**config.mk**
```make
export PLATFORM = sky130hd
export DESIGN_NAME = hour_counter24
export DESIGN_NICKNAME = d
export VERILOG_FILES = /design/src/rtl/hour_counter24.sv
export SDC_FILE = /design/constraint.sdc
export NUM_CORES = 1
export LEC_CHECK = 0
export ABC_CLOCK_PERIOD_IN_PS = 4760
export CORE_MARGIN = 2
export CORE_UTILIZATION = 54
export CTS_BUF_LIST = sky130_fd_sc_hd__clkbuf_2 sky130_fd_sc_hd__clkbuf_4 sky130_fd_sc_hd__clkbuf_8
export CTS_CLUSTER_DIAMETER = 60
export DETAILED_ROUTE_END_ITERATION = 10
export GPL_ROUTABILITY_DRIVEN = 0
export GPL_TIMING_DRIVEN = 0
export HOLD_SLACK_MARGIN = 0.12
export PLACE_DENSITY = 0.87
export SLEW_MARGIN = 0
export SYNTH_ARGS = -nofsm -noshare
export SYNTH_HDL_FRONTEND = slang
export SYNTH_SLANG_ARGS = --single-unit
```
**constraint.sdc**
```tcl
create_clock -name clk -period 4.76 [get_ports clk]
set_clock_uncertainty 0.05 [all_clocks]
set_input_delay 0.476 -clock clk [delete_from_list [all_inputs] [get_ports clk]]
set_output_delay 0.476 -clock clk [all_outputs]
set_load 0.05 [all_outputs]
```
**src/rtl/hour_counter24.sv**
```systemverilog
// BCD hour counter 00..23 advanced by upstream CAR rising edges and manual set requests.
// Latency: one clk from an input rising edge to updated HR10/HR1/PM/DAY_CAR.
// Backpressure: none; every event is absorbed in its own cycle, and coincident events step twice.
module hour_counter24 #(
    parameter logic CAR_INIT = 1'b1,
    parameter logic SET_INIT = 1'b0
) (
    input  logic       clk,
    input  logic       rst,
    input  logic       car_in,
    input  logic       set_inc,
    input  logic       mode12,
    output logic [1:0] HR10,
    output logic [3:0] HR1,
    output logic       PM,
    output logic       DAY_CAR
);

    // Internal count and input history
    logic [1:0] t;
    logic [3:0] u;
    logic       car_q;
    logic       set_q;

    // Combinational next-state
    logic       car_ev;
    logic       set_ev;
    logic [6:0] step1;
    logic [6:0] step2;
    logic [1:0] t_nxt;
    logic [3:0] u_nxt;
    logic       wrap;

    // Display decode of the next-state count
    logic [4:0] h;
    logic [4:0] h_minus12;
    logic [3:0] d;
    logic [1:0] disp_hr10;
    logic [3:0] disp_hr1;
    logic       disp_pm;

    // One BCD step; result is {wrapped_23_to_00, t, u}. Illegal codes recover to 00
    // without flagging a wrap so a corrupted count never fakes a day carry.
    function automatic logic [6:0] bcd_step(input logic [1:0] ti, input logic [3:0] ui);
        logic [6:0] r;
        if (ti == 2'd2 && ui == 4'd3) begin
            r = {1'b1, 2'd0, 4'd0};
        end else if (ti == 2'd3 || (ti == 2'd2 && ui > 4'd3) || ui > 4'd9) begin
            r = {1'b0, 2'd0, 4'd0};
        end else if (ui == 4'd9) begin
            r = {1'b0, ti + 2'd1, 4'd0};
        end else begin
            r = {1'b0, ti, ui + 4'd1};
        end
        return r;
    endfunction

    // Edge detect both requests and compute the single or double step
    always_comb begin
        car_ev = car_in & ~car_q;
        set_ev = set_inc & ~set_q;
        step1  = bcd_step(t, u);
        step2  = bcd_step(step1[5:4], step1[3:0]);
        t_nxt  = t;
        u_nxt  = u;
        wrap   = 1'b0;
        if (car_ev && set_ev) begin
            t_nxt = step2[5:4];
            u_nxt = step2[3:0];
            wrap  = step1[6] | step2[6];
        end else if (car_ev || set_ev) begin
            t_nxt = step1[5:4];
            u_nxt = step1[3:0];
            wrap  = step1[6];
        end
    end

    // Map the next-state hour to 24h or 12h display digits and the PM flag
    always_comb begin
        h         = ({3'd0, t_nxt} * 5'd10) + {1'b0, u_nxt};
        h_minus12 = h - 5'd12;
        disp_pm   = (h >= 5'd12);
        if (h == 5'd0) begin
            d = 4'd12;
        end else if (h <= 5'd12) begin
            d = h[3:0];
        end else begin
            d = h_minus12[3:0];
        end
        if (mode12) begin
            disp_hr10 = (d >= 4'd10) ? 2'd1 : 2'd0;
            disp_hr1  = (d >= 4'd10) ? (d - 4'd10) : d;
        end else begin
            disp_hr10 = t_nxt;
            disp_hr1  = u_nxt;
        end
    end

    // Count and edge-history registers; history reload to CAR_INIT hides a CAR already high at release
    always_ff @(posedge clk or negedge rst) begin
        if (!rst) begin
            t     <= 2'd0;
            u     <= 4'd0;
            car_q <= CAR_INIT;
            set_q <= SET_INIT;
        end else begin
            t     <= t_nxt;
            u     <= u_nxt;
            car_q <= car_in;
            set_q <= set_inc;
        end
    end

    // Registered display outputs and day-carry pulse (only a CAR-driven wrap counts)
    always_ff @(posedge clk or negedge rst) begin
        if (!rst) begin
            HR10    <= 2'd0;
            HR1     <= 4'd0;
            PM      <= 1'b0;
            DAY_CAR <= 1'b0;
        end else begin
            HR10    <= disp_hr10;
            HR1     <= disp_hr1;
            PM      <= disp_pm;
            DAY_CAR <= car_ev & wrap;
        end
    end

endmodule

```
==> impl_results.md, run 1 <==
- Status: completed
- Post-synthesis compound-gate area fraction: 0.259
- Top cells by area, synth: dfrtp_1 25%, ha_1 7.6%, nor2_1 4.1%
- CTS Buf Count: 3
- Syn Area/Cell: between 8 and 9 um2
- Crit Path Max Fanout: 8
- Gate count of the mapped netlist: approximately 170
- Worst R2R End: HR1[2]$_DFF_PN0_
- Setup Crit Path Kind: reg -> reg
- Commonest cells post-synth: 16 x nor2_1, 15 x dfrtp_1, 11 x a21oi_1
- Final ANT Viol Nets: 0
- Clock latency on the worst-skew pair: about 0.3 ns
- Startpoint types: register
- Synthesized net count: between 150 and 200
- Area Growth Syn to Fin: 34.2%
- Total I/O pin count: 13
- Routed wl met2: 2180 um
- Site Rows: 18
- Synth Warn #: 0
- WL met3: ~380 um
- Synthesized area: 1480 um2
- Die span in x: approximately 56 um
- # H-tree levels: 1
- Antenna diode count: 0
- Clock Tree Root: clkbuf_4
- Grt ovf: 0
- Final min period: around 4.7 ns
- Actual slew at the worst max-slew pin: around 0.76 ns
- Multiplexer area fraction after synthesis: 0.0270
- Clock tree buffer depth: 2
- Final count of hold timing violations: 0
- DIE AREA: ~3200 um2
- Total number of vias: roughly 1600
- First-pass GRT wire length: 6560 um
- CP max-delay cell: dfrtp_1
- Synth cell types: 58
- EDFF count, synth: 0
- Main combinational cell family by area after synthesis: compound AO/OA/AOI/OAI gates
- TritonCTS sink count: 16
- Worst slack, placed: -0.417 ns
- TritonCTS clock tree: done
- Reg2reg setup slack: 0.04 ns
- Max Used Layer: met4
- Dominant cell type by area after synthesis: dfrtp_1
- Worst setup margin: roughly 0.035 ns
- Final net count: 216
- Worst R2R Path Depth: 25
- Vert. Die Dim: about 56 um
- Largest net degree at the start of global routing: 17
- Register area share after synthesis: 0.271
- CTS Hold Buffers Added: 0
- DR pass1 iterations: 6
- Vias in the first global route: about 1400
- Tcrit/Tclk final: 0.993
- Most common cell in the netlist: nor2_1
- Share of flip-flops with an asynchronous set or reset: 1.00
- Core area: about 2500 um2
- Top FF cell, synth: dfrtp_1
- Vias/cell: 6.93
- Worst setup EP type: register
- Synth Area in Adders: 0.0896
- Clock slew at reported path FFs: between 0.1 and 0.15 ns
- CP Data Arrival Time: between 4 and 5 ns
- Area share of the largest cell type after synthesis: 0.254
- Port Buf Inserts: 12
- FF-to-FF Start: t[0]$_DFF_PN0_
- Layout cell share with drive strength beyond 1: 0.365
- #FFs+latches synth: 16
- Final setup viols: 0
- Fin. max-slew vios: 0
- Max_cap viols: 0
- Post-Synth Simple-Gate Area: 0.258
- Post-DP HPWL: approximately 2600 um
- Hold Path Class: in -> async
- Critical path required time: approximately 4.9 ns
- WL final: a little under 5000 um
- Total GRT Usage: 0.258
- Initial core utilization: 0.582
- Drt wl/cell: roughly 21 um
- Post-Synth XOR/XNOR Area: 0.0237
- Starting DRT DRC Count: approximately 130
- Post-Route M1 WL: between 1500 and 2000 um
- DRC: 0
- Initial antenna violation count: 0
- Fmax achieved: roughly 0.21 GHz
- Critical Path Max Stage Delay: just over 0.4 ns
- Relative slew slack: 0.495
## per-layer routing
layer | track usage | vias to the layer above
met5 | 0 | -
met2 | 0.424 | 107
met3 | 0.0369 | 39
met4 | 0.119 | 0
li1 | - | 697
met1 | 0.335 | 751
## metrics by stage
| stage | setup TNS, ns | instance area, um2 | util | hold WS, ns | std cells |
|---|---|---|---|---|---|
| floorplan | 0 | 1480 | - | 0.130 | 165 |
| global placement | -0.481 | 1640 | 0.644 | 0.695 | 207 |
| detailed placement | -1.17 | 1640 | 0.644 | 0.702 | 207 |
| CTS | 0 | 1760 | 0.691 | 0.578 | 218 |
| global route | -0.435 | 1990 | 0.780 | 0.598 | 230 |
| finish | 0 | 1990 | 0.780 | 0.557 | 230 |
## sequential cells by signal, summed over array words and instances, names as in the netlist
name / cells
DAY_CAR: 1
HR1: 4
HR10: 2
PM: 1
car_q: 1
set_q: 1
t: 2
u: 4
## final cells by class
type,instances,area [um2]
Multi-Input combinational cell,131,1140
Timing Repair Buffer,31,263
Inverter,11,41.3
Sequential cell,16,402
Tap cell,30,37.5
Fill cell,146,559
Clock buffer,4,36.3
Buffer,7,68.8
## critical path: cells and delay by family, from the launching register on
kind | cells | cell delay, ns
AOI/OAI and AO/OA | 9 | 1.39
and+or+nand+nor | 6 | 1.02
adders and majority gates | 4 | 0.93
buffers and inverters | 5 | 0.62
DFF | 1 | 0.41
muxes | 1 | 0.23
## worst max path at each step
stage / start / end / slack (ns) / cells after the start
2_1_floorplan: t[0]$_DFF_PN0_ / HR1[2]$_DFF_PN0_ / 0.28 / 23
3_3_place_gp: t[0]$_DFF_PN0_ / HR1[2]$_DFF_PN0_ / -0.24 / 23
3_5_place_dp: t[0]$_DFF_PN0_ / HR1[2]$_DFF_PN0_ / -0.42 / 23
4_1_cts: t[0]$_DFF_PN0_ / HR1[2]$_DFF_PN0_ / 0.008 / 26
5_1_grt: t[0]$_DFF_PN0_ / HR1[2]$_DFF_PN0_ / -0.16 / 25
6_report: t[0]$_DFF_PN0_ / HR1[2]$_DFF_PN0_ / 0.04 / 25
## layout by cell type (no fill, tap or decap), types with 3 or more instances in the layout
cell / synthesis / routed
ha_1: 9 / 6
clkdlybuf4s50_1: 0 / 12
dfrtp_1: 15 / 15
clkbuf_4: 0 / 3
o21ai_0: 5 / 4
o211ai_1: 5 / 5
buf_6: 4 / 5
a21o_1: 4 / 4
nor3_1: 6 / 4
nor2_1: 16 / 14
nand2_1: 10 / 9
xnor2_1: 4 / 3
inv_1: 10 / 7
inv_2: 1 / 4
a21oi_1: 11 / 7
a21oi_2: 0 / 3
buf_4: 2 / 20
## logic make-up after synthesis
kind of cell,after synthesis
AND/OR/NAND/NOR,63
AO/OA/AOI/OAI,51
buffers and inverters,18
flip-flops,16
adder cells (fa/ha/maj),10
XOR/XNOR,4
multiplexers,3
## timing repair
item                       4_1_cts  5_1_grt
buffers inserted                 7       12
resized for setup                7       32
setup endpoints to repair        4        4
pin swaps                        6       17
Power of run 1 is not shown: default switching activity piles up to over one toggle a cycle in this logic, so the estimate is an artifact.
==> run 2: changes to the inputs <==
--- a/config.mk
+++ b/config.mk
@@ -7,14 +7,14 @@
 export LEC_CHECK = 0
 export ABC_CLOCK_PERIOD_IN_PS = 4760
 export CORE_MARGIN = 2
-export CORE_UTILIZATION = 54
+export CORE_UTILIZATION = 47
 export CTS_BUF_LIST = sky130_fd_sc_hd__clkbuf_2 sky130_fd_sc_hd__clkbuf_4 sky130_fd_sc_hd__clkbuf_8
 export CTS_CLUSTER_DIAMETER = 60
 export DETAILED_ROUTE_END_ITERATION = 10
 export GPL_ROUTABILITY_DRIVEN = 0
 export GPL_TIMING_DRIVEN = 0
 export HOLD_SLACK_MARGIN = 0.12
-export PLACE_DENSITY = 0.87
+export PLACE_DENSITY = 0.79
 export SLEW_MARGIN = 0
 export SYNTH_ARGS = -nofsm -noshare
 export SYNTH_HDL_FRONTEND = slang
==> impl_results.md, run 2 (synthesis gave the netlist of run 1 again) <==
- First-pass GRT wire length: about 5800 um
- Port Buf Inserts: 12
- DR pass1 iterations: 4
- Largest regs: HR1 (4), u (4)
- Drt wl/cell: 16.1 um
- Clock tree buffer depth: 2
- Most common cell after layout, fill and taps aside: dfrtp_1
- Critical Path Max Stage Delay: a little over 0.6 ns
- Tcrit/Tclk final: 0.972
- Initial core utilization: 0.489
- Fmax achieved: roughly 0.22 GHz
- TritonCTS clock tree: done
- Starting DRT DRC Count: 55
- Startpoint types: register
- Setup Crit Path Kind: reg -> reg
- Site Rows: 20
- Grt ovf: 0
- Relative slew slack: 0.476
- Critical path required time: ~5 ns
- Layout cell share with drive strength beyond 1: 0.266
- Area Growth Syn to Fin: 25.6%
- TritonCTS sink count: 16
- Initial antenna violation count: 0
- Vert. Die Dim: around 60 um
- Crit Path Max Fanout: 10
- Final min period: ~4.6 ns
- Post-DP HPWL: approximately 2600 um
- Status: completed
- Worst setup EP type: register
- CTS Buf Count: 3
- Core area: between 3000 and 4000 um2
- Most frequent cells in the layout: 15 x dfrtp_1, 14 x nor2_1, 13 x buf_4, 12 x clkdlybuf4s50_1, 10 x nand2_1
- Final instance area: approximately 1900 um2
- WL final: between 3000 and 4000 um
- CP Data Arrival Time: around 4.8 ns
- Final setup viols: 0
- Final net count: between 200 and 250
- Actual slew at the worst max-slew pin: 0.784 ns
- Clock latency on the worst-skew pair: 0.30 ns
- Vias/cell: roughly 6
- Antenna diode count: 0
- Max_cap viols: 0
- Clock slew at reported path FFs: 0.10 ns
- CTS Hold Buffers Added: 0
- CP max-delay cell: fa_2
- Fin. max-slew vios: 0
- Total I/O pin count: 13
- FILL cells: about 230
- Final ANT Viol Nets: 0
- Largest net degree at the start of global routing: 17
- Die span in x: ~60 um
- Total number of vias: ~1400
- DRC: 0
- Hold Path Class: in -> async
- Placed Area: 1660 um2
- Clock Tree Root: clkbuf_4
- Final count of hold timing violations: 0
- Total GRT Usage: 0.212
- # H-tree levels: 1
- DIE AREA: 3610 um2
- Vias in the first global route: around 1300
## run 2: cell types whose count changed in the layout (fill, tap and decap cells not counted), sizes merged
| cell | delta |
|---|---|
| buf | -8 |
## run 2: worst paths after layout
path                            depth (start not counted)             from           endpoint  slack, ns
max in group asynchronous                               1              rst     t[1]$_DFF_PN0_       3.60
worst min register to register                          4  set_q$_DFF_PN0_  DAY_CAR$_DFF_PN0_       0.74
worst min-delay path                                    1              rst  HR10[0]$_DFF_PN0_       0.57
min in group clk                                        1           car_in    car_q$_DFF_PN1_       0.60
worst max register to register                         25   t[0]$_DFF_PN0_   HR1[2]$_DFF_PN0_       0.13
worst max-delay path                                   25   t[0]$_DFF_PN0_   HR1[2]$_DFF_PN0_       0.13
## run 2: critical path: cells and delay by family (launching register included)
kind            cells  cell delay [ns]
buf+inv             4             0.51
mux                 1             0.19
simple gates        7             0.60
flops               1             0.39
compound gates      8             1.39
fa+ha+maj           5             1.42
## run 2: final cells by class
type,count,area (um2),area share
multi-input cells,131,1060,0.569
well taps,44,55.1,0.0296
plain buffers,7,65.1,0.0350
repair buffers,23,203,0.109
flip-flops and latches,16,402,0.216
inverters,11,41.3,0.0222
clock buffers,4,36.3,0.0195
## run 2: repair_timing
action / in CTS / in global routing
endpoints found under the setup margin: 4 / 4
cloned: 0 / 0
buffers inserted: 6 / 5
pin swaps: 6 / 8
gates resized for setup: 8 / 12
## run 2: through the flow
stage	utilization	std cells	TNS [ns]	hold slack (ns)	setup slack, ns
detailed placement	0.547	221	-0.968	0.706	-0.348
CTS	0.583	231	0	0.571	0.0491
global route	0.614	236	-0.145	0.613	-0.0595
global placement	0.547	221	-0.598	0.678	-0.281
finish	0.614	236	0	0.572	0.132
floorplan	-	165	0	0.130	0.281
## run 2: metal layers
metal  vias up  GRT usage  wire length [um]
met4         0     0.0952                97
met2        48      0.354              1970
met1       685      0.267              1600
li1        671          -                 -
met3        12     0.0346               128
met5         -          0                 0
Power of run 2 is left out for the same reason.
